--- src/rtl/hsdaoh_pkg.sv ---
// Shared definitions for the hsdaoh test-data source.
// Contents:
//   - pattern mode encodings (MODE_*)
//   - generator state enum (state_t)
//   - 16-bit Fibonacci LFSR tap mask and its feedback helper
package hsdaoh_pkg;

    localparam logic [1:0] MODE_COUNTER = 2'd0;
    localparam logic [1:0] MODE_LFSR    = 2'd1;
    localparam logic [1:0] MODE_WALK    = 2'd2;
    localparam logic [1:0] MODE_CONST   = 2'd3;

    typedef enum logic [1:0] {
        ST_IDLE    = 2'd0,
        ST_RUN     = 2'd1,
        ST_BACKOFF = 2'd2
    } state_t;

    // Taps 16,14,13,11 (polynomial x^16+x^14+x^13+x^11+1) as bit positions 15,13,12,10.
    localparam logic [15:0] LFSR_TAPS = 16'hB400;

    // Feedback bit shifted into bit 0: parity of the tapped bits.
    function automatic logic lfsr_feedback(input logic [15:0] value);
        return ^(value & LFSR_TAPS);
    endfunction

endpackage

--- src/rtl/hsdaoh_pattern_gen.sv ---
// Combinational pattern step and seed lookup for the test-data source.
// Ports:
//   mode         in  2      pattern select (MODE_*)
//   pattern      in  DSIZE  current pattern word
//   pattern_next out DSIZE  next(pattern) for the selected mode
//   seed         out DSIZE  start value for the selected mode
// The LFSR mode is defined on a 16-bit register, so DSIZE is expected to be 16.
module hsdaoh_pattern_gen
    import hsdaoh_pkg::*;
#(
    parameter int                DSIZE      = 16,
    parameter logic [DSIZE-1:0]  LFSR_SEED  = DSIZE'(16'hACE1),
    parameter logic [DSIZE-1:0]  CONST_WORD = DSIZE'(16'h5A5A)
) (
    input  logic [1:0]       mode,
    input  logic [DSIZE-1:0] pattern,
    output logic [DSIZE-1:0] pattern_next,
    output logic [DSIZE-1:0] seed
);

    // Per-mode next-state function and seed value.
    always_comb begin
        pattern_next = pattern;
        seed         = {DSIZE{1'b0}};
        case (mode)
            MODE_COUNTER: begin
                pattern_next = pattern + {{(DSIZE-1){1'b0}}, 1'b1};
                seed         = {DSIZE{1'b0}};
            end
            MODE_LFSR: begin
                pattern_next = {pattern[DSIZE-2:0], lfsr_feedback(pattern[15:0])};
                seed         = LFSR_SEED;
            end
            MODE_WALK: begin
                pattern_next = {pattern[DSIZE-2:0], pattern[DSIZE-1]};
                seed         = {{(DSIZE-1){1'b0}}, 1'b1};
            end
            MODE_CONST: begin
                // A switch into constant mode keeps whatever word is current.
                pattern_next = pattern;
                seed         = CONST_WORD;
            end
            default: begin
                pattern_next = pattern;
                seed         = {DSIZE{1'b0}};
            end
        endcase
    end

endmodule

--- src/rtl/hsdaoh_test_source.sv ---
// Test-data generator feeding the async FIFO write port in front of hsdaoh_core.
// Emits a selectable pattern at a programmable rate, paced by FIFO backpressure,
// and keeps sent/dropped statistics for gap detection on the host.
// Ports:
//   clk_data      in   1      data clock (rising edge)
//   rst           in   1      synchronous reset, active-high
//   enable        in   1      asynchronous run request (synchronized internally)
//   mode          in   2      0 counter, 1 LFSR, 2 walking-one, 3 constant
//   rate_div      in   8      one word every rate_div+1 cycles
//   clear_stats   in   1      pulse: zero both statistics counters
//   fifo_full     in   1      FIFO wfull
//   fifo_awfull   in   1      FIFO almost-full
//   fifo_wdata    out  DSIZE  FIFO wdata
//   fifo_winc     out  1      FIFO write strobe
//   running       out  1      high in RUN and BACKOFF
//   words_sent    out  32     write strobes issued (wraps)
//   words_dropped out  16     ticks lost to a full FIFO (saturates)
module hsdaoh_test_source
    import hsdaoh_pkg::*;
#(
    parameter int                DSIZE        = 16,
    parameter bit                DROP_ON_FULL = 1'b0,
    parameter logic [DSIZE-1:0]  LFSR_SEED    = DSIZE'(16'hACE1),
    parameter logic [DSIZE-1:0]  CONST_WORD   = DSIZE'(16'h5A5A)
) (
    input  logic             clk_data,
    input  logic             rst,
    input  logic             enable,
    input  logic [1:0]       mode,
    input  logic [7:0]       rate_div,
    input  logic             clear_stats,
    input  logic             fifo_full,
    input  logic             fifo_awfull,
    output logic [DSIZE-1:0] fifo_wdata,
    output logic             fifo_winc,
    output logic             running,
    output logic [31:0]      words_sent,
    output logic [15:0]      words_dropped
);

    logic             enable_meta_r;
    logic             enable_sync_r;
    state_t           state_r;
    state_t           state_nxt_s;
    logic [7:0]       rate_cnt_r;
    logic [7:0]       rate_cnt_nxt_s;
    logic [DSIZE-1:0] pattern_r;
    logic [DSIZE-1:0] pattern_nxt_s;
    logic [DSIZE-1:0] gen_next_s;
    logic [DSIZE-1:0] gen_seed_s;
    logic             tick_s;
    logic             write_s;
    logic             drop_s;
    logic [DSIZE-1:0] fifo_wdata_r;
    logic             fifo_winc_r;
    logic             running_r;
    logic [31:0]      words_sent_r;
    logic [15:0]      words_dropped_r;

    hsdaoh_pattern_gen #(
        .DSIZE      (DSIZE),
        .LFSR_SEED  (LFSR_SEED),
        .CONST_WORD (CONST_WORD)
    ) u_pattern_gen (
        .mode         (mode),
        .pattern      (pattern_r),
        .pattern_next (gen_next_s),
        .seed         (gen_seed_s)
    );

    assign write_s = tick_s & ~fifo_full;
    assign drop_s  = tick_s & fifo_full;

    // Two-flop synchronizer for the board-pin enable.
    always_ff @(posedge clk_data) begin
        if (rst) begin
            enable_meta_r <= 1'b0;
            enable_sync_r <= 1'b0;
        end else begin
            enable_meta_r <= enable;
            enable_sync_r <= enable_meta_r;
        end
    end

    // FSM state, rate counter and pattern registers.
    always_ff @(posedge clk_data) begin
        if (rst) begin
            state_r    <= ST_IDLE;
            rate_cnt_r <= 8'd0;
            pattern_r  <= {DSIZE{1'b0}};
        end else begin
            state_r    <= state_nxt_s;
            rate_cnt_r <= rate_cnt_nxt_s;
            pattern_r  <= pattern_nxt_s;
        end
    end

    // Next-state, tick generation, rate counter and pattern advance.
    always_comb begin
        state_nxt_s    = state_r;
        rate_cnt_nxt_s = rate_cnt_r;
        pattern_nxt_s  = pattern_r;
        tick_s         = 1'b0;
        if (!enable_sync_r) begin
            // Disable wins over everything; counter and pattern simply hold.
            state_nxt_s = ST_IDLE;
        end else begin
            case (state_r)
                ST_IDLE: begin
                    state_nxt_s    = ST_RUN;
                    pattern_nxt_s  = gen_seed_s;
                    rate_cnt_nxt_s = 8'd0;
                end
                ST_RUN: begin
                    if ((DROP_ON_FULL == 1'b0) && fifo_awfull) begin
                        // Back off one cycle early so the registered strobe cannot overflow.
                        state_nxt_s = ST_BACKOFF;
                    end else if (rate_cnt_r == 8'd0) begin
                        tick_s         = 1'b1;
                        rate_cnt_nxt_s = rate_div;
                        if (!fifo_full || (DROP_ON_FULL == 1'b1)) begin
                            pattern_nxt_s = gen_next_s;
                        end else begin
                            pattern_nxt_s = pattern_r;
                        end
                    end else begin
                        rate_cnt_nxt_s = rate_cnt_r - 8'd1;
                    end
                end
                ST_BACKOFF: begin
                    if (!fifo_awfull) begin
                        state_nxt_s = ST_RUN;
                    end else begin
                        state_nxt_s = ST_BACKOFF;
                    end
                end
                default: begin
                    state_nxt_s = ST_IDLE;
                end
            endcase
        end
    end

    // Registered FIFO write port, running flag and statistics.
    always_ff @(posedge clk_data) begin
        if (rst) begin
            fifo_wdata_r    <= {DSIZE{1'b0}};
            fifo_winc_r     <= 1'b0;
            running_r       <= 1'b0;
            words_sent_r    <= 32'd0;
            words_dropped_r <= 16'd0;
        end else begin
            fifo_winc_r <= write_s;
            running_r   <= (state_nxt_s != ST_IDLE);
            if (write_s) begin
                fifo_wdata_r <= pattern_r;
            end
            if (clear_stats) begin
                words_sent_r <= 32'd0;
            end else if (write_s) begin
                words_sent_r <= words_sent_r + 32'd1;
            end
            if (clear_stats) begin
                words_dropped_r <= 16'd0;
            end else if (drop_s && (words_dropped_r != 16'hFFFF)) begin
                words_dropped_r <= words_dropped_r + 16'd1;
            end
        end
    end

    assign fifo_wdata    = fifo_wdata_r;
    assign fifo_winc     = fifo_winc_r;
    assign running       = running_r;
    assign words_sent    = words_sent_r;
    assign words_dropped = words_dropped_r;

endmodule

--- config.mk ---
export PLATFORM = sky130hd
export DESIGN_NAME = hsdaoh_test_source
export DESIGN_NICKNAME = d
export VERILOG_FILES = /design/src/rtl/hsdaoh_pkg.sv /design/src/rtl/hsdaoh_pattern_gen.sv /design/src/rtl/hsdaoh_test_source.sv
export SDC_FILE = /design/constraint.sdc
export NUM_CORES = 1
export LEC_CHECK = 0
export BUFFER_PORTS_ARGS = -buffer_cell sky130_fd_sc_hd__buf_2
export CAP_MARGIN = 20
export CORE_ASPECT_RATIO = 0.75
export CORE_UTILIZATION = 29
export CTS_CLUSTER_DIAMETER = 150
export DETAILED_ROUTE_END_ITERATION = 8
export GPL_TIMING_DRIVEN = 0
export PLACE_DENSITY = 0.48
export SETUP_SLACK_MARGIN = 0.05
export SLEW_MARGIN = 15
export SYNTH_ARGS = -nofsm -noshare
export SYNTH_HDL_FRONTEND = slang
export SYNTH_SLANG_ARGS = --single-unit
--- constraint.sdc ---
create_clock -name clk_data -period 3.5 [get_ports clk_data]
set_input_delay 0.875 -clock clk_data [delete_from_list [all_inputs] [get_ports clk_data]]
set_output_delay 0.875 -clock clk_data [all_outputs]
set_load 0.01 [all_outputs]
# After elaboration in Yosys (flattened, before gate mapping)
# Index checks and enable logic that the tools add are counted.
[classes]
eq_ne = 10
n_reduce_logical = 10
n_mux = 17
bitwise_logic = 3
add_sub_neg = 4
[ops]
columns = ["cell", "n"]
rows = [
  ["$pmux 16 s4", 1],
  ["$mux 16", 3],
  ["$pmux 16 s3", 1],
  ["$add 16x1->16 const B", 2],
  ["$add 32x1->32 const B", 1],
  ["$pmux 16 s2", 1],
  ["$mux 8", 2],
  ["$ne 16x16->1 const B", 1],
  ["$pmux 8 s2", 1],
  ["$reduce_xor 16->1", 1],
  ["$logic_not 8->1", 1],
  ["$ne 2x2->1 const B", 4],
  ["$sub 8x1->8 const B", 1],
  ["$eq 2x2->1 const B", 3],
  ["$mux 2", 3],
  ["$pmux 2 s3", 1],
  ["$reduce_and 6->1", 1],
  ["$eq 2x1->1 const B", 2],
  ["$logic_not 2->1", 2],
  ["$mux 1", 4],
  ["$reduce_bool 2->1", 2],
  ["$reduce_and 3->1", 1],
  ["$and 1x1->1", 2],
  ["$reduce_or 2->1", 1],
  ["2 further kinds", 2],
]
[totals]
regBits = 94

# Logic depth before layout (Yosys ltp)
[logic_depth]
depth_word = 7
ltp_mapped = 9
depth_no_buf = 7

# Hierarchy
# A second synthesis with hierarchy kept.
[unflattened]
cells_unflattened = 624
area_unflattened_um2 = 5168.7
[by_module_without_submodules]
columns = ["mod", "n_inst", "cells_per_inst", "area_per_inst_um2", "seq_area_each_um2"]
rows = [
  ["hsdaoh_test_source", 1, 506, 4354.2, 1881.8],
  ["hsdaoh_pattern_gen", 1, 118, 814.5, 0.0],
]

# Worst setup path before layout
# Ideal clock, no wire load.
[synth_path]
path_type = "input to register"
from = "input mode[0]"
to = "register pattern_r[15]"
t_required_ns = 3.414
t_arrival_ns = 2.721
stages = 7
slack_ns = 0.693
cell_sequence = "inv_1 ha_1 or3b_2 clkbuf_1 or4_1 and3_1 a211oi_1"
[synth_via]
elab_chain_len = 6
[synth_rtl]
columns = ["element", "line_no", "rtl"]
rows = [
  ["start: declaration", "hsdaoh_test_source.sv:29", "input logic [1:0] mode,"],
  ["$eq 2x2->1 (tied with other cells)", "hsdaoh_pattern_gen.sv:25", "case (mode)"],
  ["$pmux 16 s3", "hsdaoh_pattern_gen.sv:25", ""],
  ["$mux 16", "hsdaoh_test_source.sv:121", "if (!fifo_full || (DROP_ON_FULL == 1'b1)) begin"],
  ["$mux 16", "hsdaoh_test_source.sv:118", "end else if (rate_cnt_r == 8'd0) begin"],
  ["$mux 16", "hsdaoh_test_source.sv:115", "if ((DROP_ON_FULL == 1'b0) && fifo_awfull) begin"],
  ["$pmux 16 s2", "hsdaoh_test_source.sv:108", "case (state_r)"],
  ["end signal: assignment", "hsdaoh_test_source.sv:90", "pattern_r <= {DSIZE{1'b0}};"],
  ["end signal: assignment", "hsdaoh_test_source.sv:94", "pattern_r <= pattern_nxt_s;"],
  ["end: declaration", "hsdaoh_test_source.sv:47", "logic [DSIZE-1:0] pattern_r;"],
]
# Several ways; a longest one is shown, not always the timed one. The select of a mux whose other input is x is not followed.
# A chain may end at the register's enable or synchronous reset.

# Final worst setup path
[layout_path]
from = "register rate_cnt_r[0]"
to = "register fifo_wdata_r[9], in the netlist fifo_wdata[9]"
[layout_via]
elab_chain_len = 6
[layout_rtl]
columns = ["element", "line_no", "rtl"]
rows = [
  ["start: declaration", "hsdaoh_test_source.sv:45", "logic [7:0] rate_cnt_r;"],
  ["start signal: assignment", "hsdaoh_test_source.sv:93", "rate_cnt_r <= rate_cnt_nxt_s;"],
  ["$logic_not 8->1", "hsdaoh_test_source.sv:118", ""],
  ["$mux 1", "hsdaoh_test_source.sv:118", ""],
  ["$mux 1", "hsdaoh_test_source.sv:115", ""],
  ["$mux 1", "hsdaoh_test_source.sv:108", ""],
  ["$mux 1", "hsdaoh_test_source.sv:104", "if (!enable_sync_r) begin"],
  ["$and 1x1->1", "hsdaoh_test_source.sv:71", "assign write_s = tick_s & ~fifo_full;"],
  ["end signal: assignment", "hsdaoh_test_source.sv:147", "fifo_wdata_r <= {DSIZE{1'b0}};"],
  ["end signal: assignment", "hsdaoh_test_source.sv:156", "fifo_wdata_r <= pattern_r;"],
  ["end: declaration", "hsdaoh_test_source.sv:54", "logic [DSIZE-1:0] fifo_wdata_r;"],
]
# Every way passes these cells.

==> results.toml <==
[sta]
relSlewSlack_pct = 42.1
period_share_pct = 81.4
rsz0062_at_grt = "no"
hold_viol_final = 0
maxSlewViolCount = 0
hold_ws_ns = 0.446
setup-tns-final_ns = 0
period_minus_slack_ns = 2.85
worst_slew_pin_slew_ns = 0.868
skew_ns = 0.00972
setup_viol = 0
fmaxAchievable_mhz = 351

[status]
outcome = "completed"

[clocking]
cts_buffers = 9
cts_sinks = 94
clk_latency_ns = 0.36
cts_root_buf = "clkbuf_16"
cts_hold_buf = 0
ctsResizeCount = 0
clk_path_buf_depth = 2
htreeDepth = 3
post_cts_buffers = 0
tritoncts = "done"
clk_pin_slew_ns = 0.07

[pwr]
total_power_mw = 2.23
ir_drop_mv = 0.205
power.density_mw_per_mm2 = 376
total_leakage_power_nw = 2.17

[global_routing]
grt_pass1_vias = 4579
track_usage_pct = 18.0
grt_start_max_net_pins = 16
antenna_found_initial = 0
grt_overflow = 0
grt_pass1_wl_um = 24900

[hold_path]
hp-class = "reg -> reg"
min_path_cells = 1
hold_path_end = "enable_sync_r"
holdCritStartpoint = "enable_meta_r"

[layout]
final_area_mm2 = 0.00593
antenna_cells = 0
area_growth_pct = 19.6
drive_above_1_share_pct = 16.1
nNetsFinal = 732
stdcell_count = 924

[routing]
wl_per_cell_um = 16.6
via_count = 4959
totalWireLength_um = 15400
drtIter0Drc = 316
viasPerCell = 5.37
dr.pass1.iters = 5
ant_nets = 0
drc_errors = 0

[floorplan]
die_area_mm2 = 0.0176
die_w_um = 153
std_cell_rows = 41
start_util_pct = 29.6
pin_count = 82
dieHeight_um = 115
core_area_mm2 = 0.0168

[synth]
yosys-top-cells-count = "dfxtp_1, nand2_1, nor2_1, a21oi_1, clkbuf_1"
synth_top_area_share_pct = 38.0
yosysUniqueCellTypes = 63
synth_top_family_by_area = "simple AND/OR/NAND/NOR gates"
syn_area_mm2 = 0.00496
synth_cells = 613
synth_area_leader_cell = "dfxtp_1"
synth.avg_cell_area_um2 = 8.09
synth_flop_cell = "dfxtp_1"
synthAdderAreaFrac_pct = 2.78
yosys.area_share.simple_pct = 31.2
syn_nets = 640
synth_edf_count = 0
synthMuxAreaShare_pct = 1.67
synth_compound_area_share_pct = 16.6
yosysMostFrequentCell = "dfxtp_1"
yosysSeqAreaShare_pct = 38.0
synth_xor_area_share_pct = 5.65
async_flop_share_pct = 0
synth-seq-cells = 94
synth.top_cells.by_area = "dfxtp_1, nand2_1, nor2_1, a21oi_1, nand4_1"
yosys_warnings = 0

[critical_path]
critPathRequiredTime_ns = 3.72
critPathKind = "reg -> reg"
worstPathCellList = "inv_1 > ha_1 > nor4b_2 > clkbuf_1 > nand4_1 > clkbuf_1 > nand2_1 > a21oi_1"
start_kind = "register"
critPathBufInv = 3
end_kind = "register"
max_stage_delay_ns = 0.61
slowest_stage = "nor4b_2"
timing.rr.start = "rate_cnt_r[0]"
r2r-end = "fifo_wdata[9]"
cp_common_cell = "clkbuf_1"
critPathArrivalTime_ns = 3.07
worstPathMaxFanout = 10
r2r_cells = 8
regToRegSetupSlack_ns = 0.65
crit_family = "simple AND/OR/NAND/NOR gates"

[place]
dpl.hpwl_um = 11300
dp.cells = 908
placed_area_mm2 = 0.00563
place.gp.congestion = 0.812
io_buffers = 80

[flow_run]
drv_cap = 0
report_power, final:
part | internal [mW] | switching, mW | total, mW | leakage, nW
Clock | 0.571 | 0.446 | 1.02 | 0.145
Sequential | 1.08 | 0.0140 | 1.09 | 0.759
Combinational | 0.0408 | 0.0779 | 0.119 | 1.27
cell usage in the layout, fill, tap and decap left out, types with 3 or more instances in the layout:
cell	synthesis	routed
nor4_1	15	15
a32oi_1	3	3
nand2b_1	3	3
a31oi_1	3	3
a311oi_1	6	6
xnor2_1	18	18
or3_1	11	11
xor2_1	14	14
nor2_1	57	57
and2_1	10	10
o211ai_1	8	8
or2_2	3	3
nand4_1	28	28
nor2b_1	4	4
nand3_1	22	22
inv_1	12	12
o21a_1	4	4
clkbuf_16	0	9
a21oi_1	39	39
and3_1	10	10
nor3_1	11	11
o21ai_0	28	28
nand2_1	81	81
nor3b_1	3	3
dfxtp_1	94	94
a22oi_1	3	3
clkbuf_1	33	33
ha_1	11	11
and4_1	11	11
nand4b_1	4	4
mux2i_1	6	6
o2111ai_1	5	5
buf_2	2	82
or4_1	4	4
a211oi_1	9	9
registers in the layout, summed over array words and instances, names as in the netlist, 2 cells and up:
signal / cells
words_sent: 32
fifo_wdata: 16
pattern_r: 16
words_dropped: 16
state_r: 2
rate_cnt_r: 8
final cells by class:
type	count	area, um^2
Timing Repair Buffer	81	405
Tap cell	215	269
Multi-Input combinational cell	469	2870
Fill cell	1741	10800
Clock buffer	10	239
Buffer	38	164
Inverter	12	45.0
Sequential cell	94	1880
Clock inverter	5	60.1
stage by stage:
step	util, %	setup slack, ns
finish	35.4	0.651
global route	35.4	0.348
CTS	35.3	0.609
detailed placement	33.5	0.332
global placement	33.5	0.345
floorplan	-	0.693
cells by family after synthesis:
kind of cell / after synthesis
and+or+nand+nor: 291
AOI/OAI and AO/OA: 127
DFF: 94
buffers and inverters: 50
xor gates and xnor gates: 32
adders and majority gates: 11
muxes: 8
worst max path at each step:
| stage | endpoint | start | depth (start not counted) | slack (ns) |
|---|---|---|---|---|
| 3_5_place_dp | pattern_r[15] | mode[0] | 8 | 0.33 |
| 6_report | fifo_wdata[9] | rate_cnt_r[0] | 8 | 0.65 |
| 4_1_cts | fifo_wdata[12] | rate_cnt_r[0] | 8 | 0.61 |
| 2_1_floorplan | pattern_r[15] | mode[0] | 7 | 0.69 |
| 3_3_place_gp | pattern_r[15] | mode[0] | 8 | 0.35 |
| 5_1_grt | fifo_wdata[7] | rate_cnt_r[0] | 8 | 0.35 |
routing by layer:
| layer | part of all wire (%) | track usage [%] |
|---|---|---|
| met5 | 0 | 0 |
| met4 | 1.2 | 5.52 |
| met3 | 4.6 | 3.77 |
| met2 | 42 | 26.7 |
| met1 | 52 | 26.1 |
Note: power is estimated with default switching activity, not from simulation.
